[config.mk]
export PLATFORM = sky130hd
export DESIGN_NAME = uart_cmd_decode_flat
export DESIGN_NICKNAME = d
export VERILOG_FILES = /design/src/rtl/uart_cmd_decode_if.sv /design/src/rtl/uart_cmd_decode.sv /design/src/flat_wrapper.sv
export SDC_FILE = /design/constraint.sdc
export NUM_CORES = 1
export LEC_CHECK = 0
export CAP_MARGIN = 30
export CORE_UTILIZATION = 44
export CTS_CLUSTER_DIAMETER = 200
export CTS_CLUSTER_SIZE = 8
export DETAILED_ROUTE_END_ITERATION = 12
export GPL_TIMING_DRIVEN = 0
export PLACE_DENSITY = 0.62
export SYNTH_ARGS = -nofsm -noshare
export SYNTH_HDL_FRONTEND = slang
export SYNTH_SLANG_ARGS = --single-unit
[constraint.sdc]
create_clock -name clk -period 4.2 [get_ports clk]
set_input_delay 0.84 -clock clk [delete_from_list [all_inputs] [get_ports clk]]
set_output_delay 0.84 -clock clk [all_outputs]
set_load 0.05 [all_outputs]
[src/rtl/uart_cmd_decode_if.sv]
// Byte strobe in, write-FIFO push/flush and command trigger pulses out.
// Latency: none, this is wiring only.
// Backpressure: none; the receiver side cannot be stalled.
interface uart_cmd_decode_if;
    logic [7:0] rx_data;
    logic       rx_flag;
    logic       wfifo_wr_en;
    logic [7:0] wfifo_data;
    logic       wfifo_clr;
    logic       wr_trig;
    logic       rd_trig;
    logic       frame_err;

    // Byte source side (UART receiver / testbench)
    modport master (
        output rx_data, rx_flag,
        input  wfifo_wr_en, wfifo_data, wfifo_clr, wr_trig, rd_trig, frame_err
    );

    // Decoder side
    modport slave (
        input  rx_data, rx_flag,
        output wfifo_wr_en, wfifo_data, wfifo_clr, wr_trig, rd_trig, frame_err
    );
endinterface

[src/rtl/uart_cmd_decode.sv]
// Frames UART bytes into write (cmd + PAYLOAD_LEN bytes) or read commands.
// Latency: pushes/rd_trig/frame_err 1 cycle after rx_flag; wr_trig 2 cycles after last byte.
// Backpressure: none; every strobed byte is consumed, stalled frames abort on timeout.
module uart_cmd_decode #(
    parameter int         PAYLOAD_LEN = 5,
    parameter int         TIMEOUT_CYC = 50000,
    parameter logic [7:0] CMD_WR      = 8'h55,
    parameter logic [7:0] CMD_RD      = 8'hAA
) (
    input  logic               clk,
    input  logic               rst,
    uart_cmd_decode_if.slave   bus
);

    localparam int CNT_W = $clog2(PAYLOAD_LEN + 1);
    localparam int TMO_W = $clog2(TIMEOUT_CYC);

    // Last byte index of the payload, and the counter value one cycle before
    // the abort so the registered pulse lands TIMEOUT_CYC cycles after the byte.
    localparam logic [CNT_W-1:0] CNT_LAST  = CNT_W'(PAYLOAD_LEN - 1);
    localparam logic [TMO_W-1:0] TMO_ABORT = TMO_W'(TIMEOUT_CYC - 2);

    typedef enum logic [1:0] {
        IDLE,
        PAYLOAD,
        DONE
    } state_t;

    state_t           state_q, state_d;
    logic [CNT_W-1:0] cnt_q, cnt_d;
    logic [TMO_W-1:0] tmo_q, tmo_d;
    logic             wr_en_q, wr_en_d;
    logic [7:0]       data_q, data_d;
    logic             clr_q, clr_d;
    logic             wr_trig_q, wr_trig_d;
    logic             rd_trig_q, rd_trig_d;
    logic             err_q, err_d;
    logic             cmd_en;

    // State, counters and all registered outputs
    always_ff @(posedge clk) begin
        if (rst) begin
            state_q   <= IDLE;
            cnt_q     <= '0;
            tmo_q     <= '0;
            wr_en_q   <= 1'b0;
            data_q    <= 8'h00;
            clr_q     <= 1'b0;
            wr_trig_q <= 1'b0;
            rd_trig_q <= 1'b0;
            err_q     <= 1'b0;
        end else begin
            state_q   <= state_d;
            cnt_q     <= cnt_d;
            tmo_q     <= tmo_d;
            wr_en_q   <= wr_en_d;
            data_q    <= data_d;
            clr_q     <= clr_d;
            wr_trig_q <= wr_trig_d;
            rd_trig_q <= rd_trig_d;
            err_q     <= err_d;
        end
    end

    // Next-state and next-output decode; DONE also accepts a new command byte
    // so a frame arriving right behind a completed write is not lost.
    always_comb begin
        state_d   = state_q;
        cnt_d     = cnt_q;
        tmo_d     = tmo_q;
        wr_en_d   = 1'b0;
        data_d    = data_q;
        clr_d     = 1'b0;
        wr_trig_d = 1'b0;
        rd_trig_d = 1'b0;
        err_d     = 1'b0;
        cmd_en    = 1'b0;

        case (state_q)
            IDLE: begin
                cmd_en = 1'b1;
            end
            PAYLOAD: begin
                if (bus.rx_flag) begin
                    // A byte always beats a coinciding timeout
                    wr_en_d = 1'b1;
                    data_d  = bus.rx_data;
                    tmo_d   = '0;
                    if (cnt_q == CNT_LAST) begin
                        state_d = DONE;
                        cnt_d   = '0;
                    end else begin
                        cnt_d = cnt_q + CNT_W'(1);
                    end
                end else if (tmo_q == TMO_ABORT) begin
                    clr_d   = 1'b1;
                    err_d   = 1'b1;
                    state_d = IDLE;
                    cnt_d   = '0;
                    tmo_d   = '0;
                end else begin
                    tmo_d = tmo_q + TMO_W'(1);
                end
            end
            DONE: begin
                wr_trig_d = 1'b1;
                state_d   = IDLE;
                cnt_d     = '0;
                tmo_d     = '0;
                cmd_en    = 1'b1;
            end
            default: begin
                state_d = IDLE;
                cnt_d   = '0;
                tmo_d   = '0;
            end
        endcase

        if (cmd_en && bus.rx_flag) begin
            if (bus.rx_data == CMD_WR) begin
                state_d = PAYLOAD;
                cnt_d   = '0;
                tmo_d   = '0;
            end else if (bus.rx_data == CMD_RD) begin
                rd_trig_d = 1'b1;
            end else begin
                err_d = 1'b1;
            end
        end
    end

    assign bus.wfifo_wr_en = wr_en_q;
    assign bus.wfifo_data  = data_q;
    assign bus.wfifo_clr   = clr_q;
    assign bus.wr_trig     = wr_trig_q;
    assign bus.rd_trig     = rd_trig_q;
    assign bus.frame_err   = err_q;

endmodule

[src/flat_wrapper.sv]
// flat-port wrapper written by rule: the top's interface ports become plain ports
module uart_cmd_decode_flat 
#(
    parameter int         PAYLOAD_LEN = 5,
    parameter int         TIMEOUT_CYC = 50000,
    parameter logic [7:0] CMD_WR      = 8'h55,
    parameter logic [7:0] CMD_RD      = 8'hAA
)
  (clk, rst, bus_rx_data, bus_rx_flag, bus_wfifo_wr_en, bus_wfifo_data, bus_wfifo_clr, bus_wr_trig, bus_rd_trig, bus_frame_err);
  uart_cmd_decode_if bus_i ();
  input  logic clk;
  input  logic rst;
  input wire logic [$bits(bus_i.rx_data)-1:0] bus_rx_data;
  input wire logic [$bits(bus_i.rx_flag)-1:0] bus_rx_flag;
  output wire logic [$bits(bus_i.wfifo_wr_en)-1:0] bus_wfifo_wr_en;
  output wire logic [$bits(bus_i.wfifo_data)-1:0] bus_wfifo_data;
  output wire logic [$bits(bus_i.wfifo_clr)-1:0] bus_wfifo_clr;
  output wire logic [$bits(bus_i.wr_trig)-1:0] bus_wr_trig;
  output wire logic [$bits(bus_i.rd_trig)-1:0] bus_rd_trig;
  output wire logic [$bits(bus_i.frame_err)-1:0] bus_frame_err;
  assign bus_i.rx_data = bus_rx_data;
  assign bus_i.rx_flag = bus_rx_flag;
  assign bus_wfifo_wr_en = bus_i.wfifo_wr_en;
  assign bus_wfifo_data = bus_i.wfifo_data;
  assign bus_wfifo_clr = bus_i.wfifo_clr;
  assign bus_wr_trig = bus_i.wr_trig;
  assign bus_rd_trig = bus_i.rd_trig;
  assign bus_frame_err = bus_i.frame_err;
  uart_cmd_decode #(.PAYLOAD_LEN(PAYLOAD_LEN), .TIMEOUT_CYC(TIMEOUT_CYC), .CMD_WR(CMD_WR), .CMD_RD(CMD_RD)) u_core (.clk(clk), .rst(rst), .bus(bus_i));
endmodule
==> impl_metrics.toml, run 1 <==
[synthesis]
synth-edff-count = 0
syn_nets = 208
seq_area_frac_synth = 0.3951
synth_cell_types = 53
ys.flop_type = "dfxtp_1"
synth_seq_cells = 34
syn-instance-count = 193
yosysWarnings = 0
synth_area_leaders = "dfxtp_1 (40%), nand2_1 (4.8%), mux2i_1 (4.6%), nor2_1 (4.4%), a21oi_1 (3.5%)"
syn_area_um2 = 1723
synth_top_area_cell = "dfxtp_1"
synth_top_area_frac = 0.3951
synthArstFlopShare = 0
syn_area_per_cell_um2 = 8.927

[power_and_ir_drop]
finalPower_mw = 0.6564
p_per_area_nw_per_um2 = 308.8
power.leakage_nw = 0.7624
vdd_drop_max_mv = 0.1765

[global_routing]
grt_pass1_vias = 1514
antenna_found_initial = 0
grt_overflow = 0
grt_use_total = 0.2222
grt_max_degree = 11
grt_pass1_wl_um = 7065

[setup_path]
rrSetupSlack_ps = 2140
arrival_ps = 2740
end_kind = "register"
crit-reg2reg-capture = "u_core.tmo_q[8]$_SDFF_PP0_"
required_ps = 4370
start_kind = "input pin"
critical_path.max_fanout = 7
reg2reg_depth = 9
critical_path_class = "in2reg"
worstReg2RegStart = "u_core.tmo_q[0]$_SDFF_PP0_"

[final_layout]
n_fill_cell = 371
antenna_cells = 0
area_growth_pct = 23.38
multi_input_area_um2 = 962.2
drive_gt1_frac = 0.1256
regArea_um2 = 680.7
final_net_count = 238

[sta]
setup_tns_ps = 0
rsz0062_at_grt = "no"
slew_violations = 0
finalSetupViolCount = 0
tightest_slew_ps = 753.2
clock.fmax_ghz = 0.3884
hold_viol = 0
slew_headroom = 0.4955
post-route-period-util = 0.6130
finalCriticalPeriod_ps = 2575
skew_ps = 4.865

[die]
die_area_um2 = 4170
initial_utilization = 0.4636
rows = 22
pin_count = 24
die_h_um = 64.58
core_area_um2 = 3716
die_x_um = 64.58

[hold_path]
min_path_cells = 2
hold_end = "u_core.cnt_q[1]$_SDFF_PP0_"
hp-class = "reg2reg"
worstHoldStart = "u_core.cnt_q[1]$_SDFF_PP0_"

[status]
status = "finished, final reports clean"

[routing]
ant_nets = 0
drt_pass1_iterations = 4
post-route-drc-count = 0
drt-wirelength-per-cell_um = 15.39
wl_um = 4171
vias_per_cell = 5.790
dr.first_iter.drc_count = 115
vias = 1569

[run]
max-cap-violations = 0

[clock_network]
clock_latency_ps = 280
clk_path_buf_depth = 2
cts_setup_buffers = 0
cts_hold_buf = 0
cts_buffers = 5
clkSlewWorstSetupHoldPaths_ps = 70
cts_tree = "built"
cts_resized = 0
clock-root-buffer = "clkbuf_8"
clkSinkCount = 34
htree_levels = 2

[place]
numPortBuffers = 23
dpl.hpwl_um = 3043
place_congestion = 0.8481
-- sequential cells by signal, indices dropped and copies added, names as in the netlist --
| register | count |
|---|---|
| u_core.bus.wfifo_wr_en | 1 |
| u_core.bus.wr_trig | 1 |
| u_core.tmo_q | 16 |
| u_core.bus.wfifo_clr | 1 |
| u_core.bus.rd_trig | 1 |
| u_core.cnt_q | 3 |
| u_core.bus.wfifo_data | 8 |
| u_core.bus.frame_err | 1 |
| u_core.state_q | 2 |
-- per-stage QoR --
step                hold slack (ps)  cell area [um2]  instances  setup WS (ps)    util
floorplan                     441.7             1723        193           2087       -
global placement              463.2             2013        264           1370  0.5418
detailed placement            485.2             2013        264           1358  0.5418
CTS                           495.4             2126        271           1636  0.5721
global route                  511.4             2126        271           1536  0.5721
finish                        493.7             2126        271           1625  0.5721
-- cells in the final DEF (no fill, tap or decap), types with 2 or more instances in the layout --
cell type        count
nor4bb_1             2
or4bb_1              2
o22ai_1              2
a211oi_2             2
mux2i_1              8
a21oi_1             12
nand2b_1             2
o311a_2              2
a41oi_1              3
buf_4                2
a311oi_1             5
a211oi_1             2
nand3_1              8
ha_1                 4
clkbuf_8             6
nor3_1               8
dfxtp_1             34
clkbuf_1             2
nand4_1              2
nand3b_1             2
nor2_1              20
o21ai_0              7
a31oi_1              3
and4_1               2
clkdlybuf4s50_1     23
inv_1                6
nand2_1             22
o21a_1               2
-- synthesized netlist by cell type, drive strengths merged, types with 2 or more instances --
master,instances
o21a,2
dfxtp,34
and2,2
o311a,2
nor4,2
a21oi,12
and3,2
buf,6
nand4,2
clkbuf,2
a311oi,5
o21ai,7
and4,3
a211oi,4
or4bb,2
nor2,21
and4bb,2
a31oi,3
nand3,8
nand2,22
inv,6
nand2b,3
nor4bb,2
ha,4
o22ai,2
mux2i,8
nand3b,2
nor3,8
a41oi,3
or2,2
-- layout make-up --
| class | instances | share of cell area |
|---|---|---|
| Buffer | 8 | 0.02707 |
| Multi-Input combinational cell | 145 | 0.4526 |
| Tap cell | 48 | 0.02825 |
| Inverter | 6 | 0.01059 |
| Clock inverter | 1 | 0.01413 |
| Sequential cell | 34 | 0.3202 |
| Timing Repair Buffer | 23 | 0.1083 |
| Clock buffer | 6 | 0.03885 |
-- power breakdown --
part / leakage (nW) / switching, mW / internal [mW] / total, mW
registers: 0.274 / 0.000240 / 0.323 / 0.323
clock network: 0.0573 / 0.114 / 0.190 / 0.304
logic: 0.431 / 0.0151 / 0.0141 / 0.0292
-- worst max path at each step --
stage | from | end | slack (ps) | cells past startpoint
5_1_grt | bus_rx_data[0] | u_core.tmo_q[5]$_SDFF_PP0_ | 1540 | 6
3_3_place_gp | bus_rx_data[4] | u_core.tmo_q[5]$_SDFF_PP0_ | 1370 | 6
2_1_floorplan | bus_rx_data[3] | u_core.tmo_q[5]$_SDFF_PP0_ | 2090 | 5
4_1_cts | bus_rx_data[4] | u_core.tmo_q[12]$_SDFF_PP0_ | 1640 | 6
6_report | bus_rx_data[4] | u_core.tmo_q[12]$_SDFF_PP0_ | 1630 | 6
3_5_place_dp | bus_rx_data[4] | u_core.tmo_q[12]$_SDFF_PP0_ | 1360 | 6
-- cell families (layout without fill, tap and decap cells) --
family | Yosys count | in the layout | synth area share
DFF | 34 | 34 | 0.3951
and+or+nand+nor | 88 | 88 | 0.2934
buffers and inverters | 14 | 44 | 0.04647
AOI/OAI and AO/OA | 45 | 45 | 0.1895
adders and majority gates | 4 | 4 | 0.02905
muxes | 8 | 8 | 0.04648
-- worst max-delay path: stages --
cell             delay (ps)
clkdlybuf4s50_1         500
or4bb_1                 510
nor2_1                  230
a31oi_1                 320
o211ai_1                230
o41ai_2                 100
-- per-layer routing --
metal / part of all wire / GRT usage / wire length (um) / vias up
met4: 0.012 / 0.07778 / 52 / 0
met1: 0.47 / 0.2810 / 1949 / 746
met5: 0 / 0 / 0 / -
met2: 0.48 / 0.3632 / 1989 / 37
met3: 0.043 / 0.05810 / 180 / 9
li1: - / - / - / 777
Note: power is estimated with default switching activity, not from simulation.
==> run 2, diff against run 1 <==
==> constraint.sdc (replaced) <==
create_clock -name clk -period 2.5 [get_ports clk]
set_input_delay 0.5 -clock clk [delete_from_list [all_inputs] [get_ports clk]]
set_output_delay 0.5 -clock clk [all_outputs]
set_load 0.05 [all_outputs]
==> results of run 2 <==
The final DEF is identical to that of run 1. Status: finished, final reports clean.
Main changes from that run: setup slack after placement 1358 ps -> -2.138 ps; setup slack after layout 1625 ps -> 265.2 ps; register-to-register setup slack 2140 ps -> 440 ps; total power 0.6564 mW -> 1.103 mW; worst IR drop on VDD 0.1765 mV -> 0.2965 mV
==> run 3, diff against run 2 <==
--- a/config.mk
+++ b/config.mk
@@ -5,12 +5,12 @@
 export SDC_FILE = /design/constraint.sdc
 export NUM_CORES = 1
 export LEC_CHECK = 0
-export CAP_MARGIN = 30
+export CAP_MARGIN = 10
 export CORE_UTILIZATION = 44
 export CTS_CLUSTER_DIAMETER = 200
 export CTS_CLUSTER_SIZE = 8
 export DETAILED_ROUTE_END_ITERATION = 12
-export GPL_TIMING_DRIVEN = 0
+export GPL_TIMING_DRIVEN = 1
 export PLACE_DENSITY = 0.62
 export SYNTH_ARGS = -nofsm -noshare
 export SYNTH_HDL_FRONTEND = slang
==> impl_metrics.toml, run 3 (same netlist as run 1, synthesis figures left out) <==
[setup_path]
reg2reg_depth = 7
worstReg2RegStart = "u_core.tmo_q[0]$_SDFF_PP0_"
crit-reg2reg-capture = "u_core.tmo_q[10]$_SDFF_PP0_"
rrSetupSlack_ps = 560
critPathLaunch = "bus_rx_data[4]"
critical_path.max_fanout = 7
required_ps = 2670
end_kind = "register"
start_kind = "input pin"
endpoint = "u_core.tmo_q[12]$_SDFF_PP0_"
critical_path_class = "in2reg"
arrival_ps = 2270

[clock_network]
cts_buffers = 5
htree_levels = 2
clkSlewWorstSetupHoldPaths_ps = 70
clock_latency_ps = 280
cts_resized = 0
clk_path_buf_depth = 2
clock-root-buffer = "clkbuf_8"
cts_setup_buffers = 0
cts_tree = "built"
cts_hold_buf = 0
clkSinkCount = 34

[final_layout]
regMostFlops = "u_core.tmo_q"
area_growth_pct = 24.69
final_net_count = 235
largest_reg_flops = 16
drive_gt1_frac = 0.1312
n_fill_cell = 362
final_common_cell = "dfxtp_1"
antenna_cells = 0
final_cell_mix = "dfxtp_1 (34), clkdlybuf4s50_1 (23), nand2_1 (22), nor2_1 (20), a21oi_1 (12)"
stdcell_area_um2 = 2148

[sta]
setup_tns_ps = 0
finalCriticalPeriod_ps = 2105
hold_viol = 0
clock.fmax_ghz = 0.4751
skew_ps = 2.776
finalSetupViolCount = 0
rsz0062_at_grt = "no"
post-route-period-util = 0.8419
slew_headroom = 0.5697
slew_violations = 0
tightest_slew_ps = 643.1

[global_routing]
grt_pass1_vias = 1522
grt_overflow = 0
grt_max_degree = 19
grt_use_total = 0.2134
antenna_found_initial = 0
grt_pass1_wl_um = 6768

[power_and_ir_drop]
p_per_area_nw_per_um2 = 567.6
power.leakage_nw = 0.7771
vdd_drop_max_mv = 0.3388

[place]
place_congestion = 0.8541
dpl_cell_area_um2 = 2006
numPortBuffers = 23
dpl.hpwl_um = 2972

[routing]
met1_length_um = 1918
dr.first_iter.drc_count = 80
wl_met2_um = 1850
drt_pass1_iterations = 4
ant_nets = 0
post-route-drc-count = 0
highest_layer = "met4"
vias_per_cell = 5.684
vias = 1529
wl_um = 3926
route.met3.wl_um = 117
drt-wirelength-per-cell_um = 14.59

[status]
status = "finished, final reports clean"

[die]
die_x_um = 64.58
initial_utilization = 0.4636
pin_count = 24
core_area_um2 = 3716
die_h_um = 64.58
die_area_um2 = 4170
rows = 22

[run]
max-cap-violations = 0

[hold_path]
min_path_cells = 1
hp-class = "reg2reg"
worstHoldStart = "u_core.tmo_q[15]$_SDFF_PP0_"
run 3: how the worst min path moves through the flow:
stage	to	slack [ps]
final	u_core.tmo_q[15]$_SDFF_PP0_	480
after CTS	u_core.tmo_q[15]$_SDFF_PP0_	470
after global placement	u_core.tmo_q[15]$_SDFF_PP0_	460
after global routing	u_core.tmo_q[15]$_SDFF_PP0_	500
after detailed placement	u_core.tmo_q[15]$_SDFF_PP0_	460
after floorplan	u_core.tmo_q[15]$_SDFF_PP0_	440
run 3: worst max-delay path, stage by stage:
cell	delay [ps]
clkdlybuf4s50_1	500
or4bb_1	500
nor2_1	230
a31oi_1	270
o211ai_1	180
o41ai_2	90
run 3: area by class of cell:
type,instances,area [um2],share of cell area
multi-input cells,145,962.2,0.4479
flip-flops and latches,34,680.7,0.3168
repair buffers,28,280.3,0.1305
clock buffers,6,82.58,0.03844
clock inverters,2,60.06,0.02796
well taps,48,60.06,0.02796
inverters,6,22.52,0.01048
run 3: routing by layer:
layer	GRT usage	up-vias
li1	-	767
met1	0.2649	735
met2	0.3461	21
met3	0.06514	6
met4	0.07778	0
met5	0	-
run 3: metrics by stage:
step           hold WS (ps)    util  worst slack (ps)  std cells  power [mW]
2_1_floorplan         441.7       -             727.5        193      0.5762
5_1_grt               497.7  0.5781             275.4        269       1.264
6_report              476.9  0.5781             395.2        269       1.219
4_1_cts               474.2  0.5781             407.0        269       1.235
3_3_place_gp          456.1  0.5397             154.0        261      0.6081
3_5_place_dp          463.1  0.5397             114.5        261      0.6093
run 3: report_power, final:
| group | internal (mW) | switching (mW) | total [mW] |
|---|---|---|---|
| registers | 0.542 | 0.000424 | 0.543 |
| clock network | 0.425 | 0.197 | 0.622 |
| logic | 0.0289 | 0.0254 | 0.0544 |
| total | 0.997 | 0.223 | 1.22 |
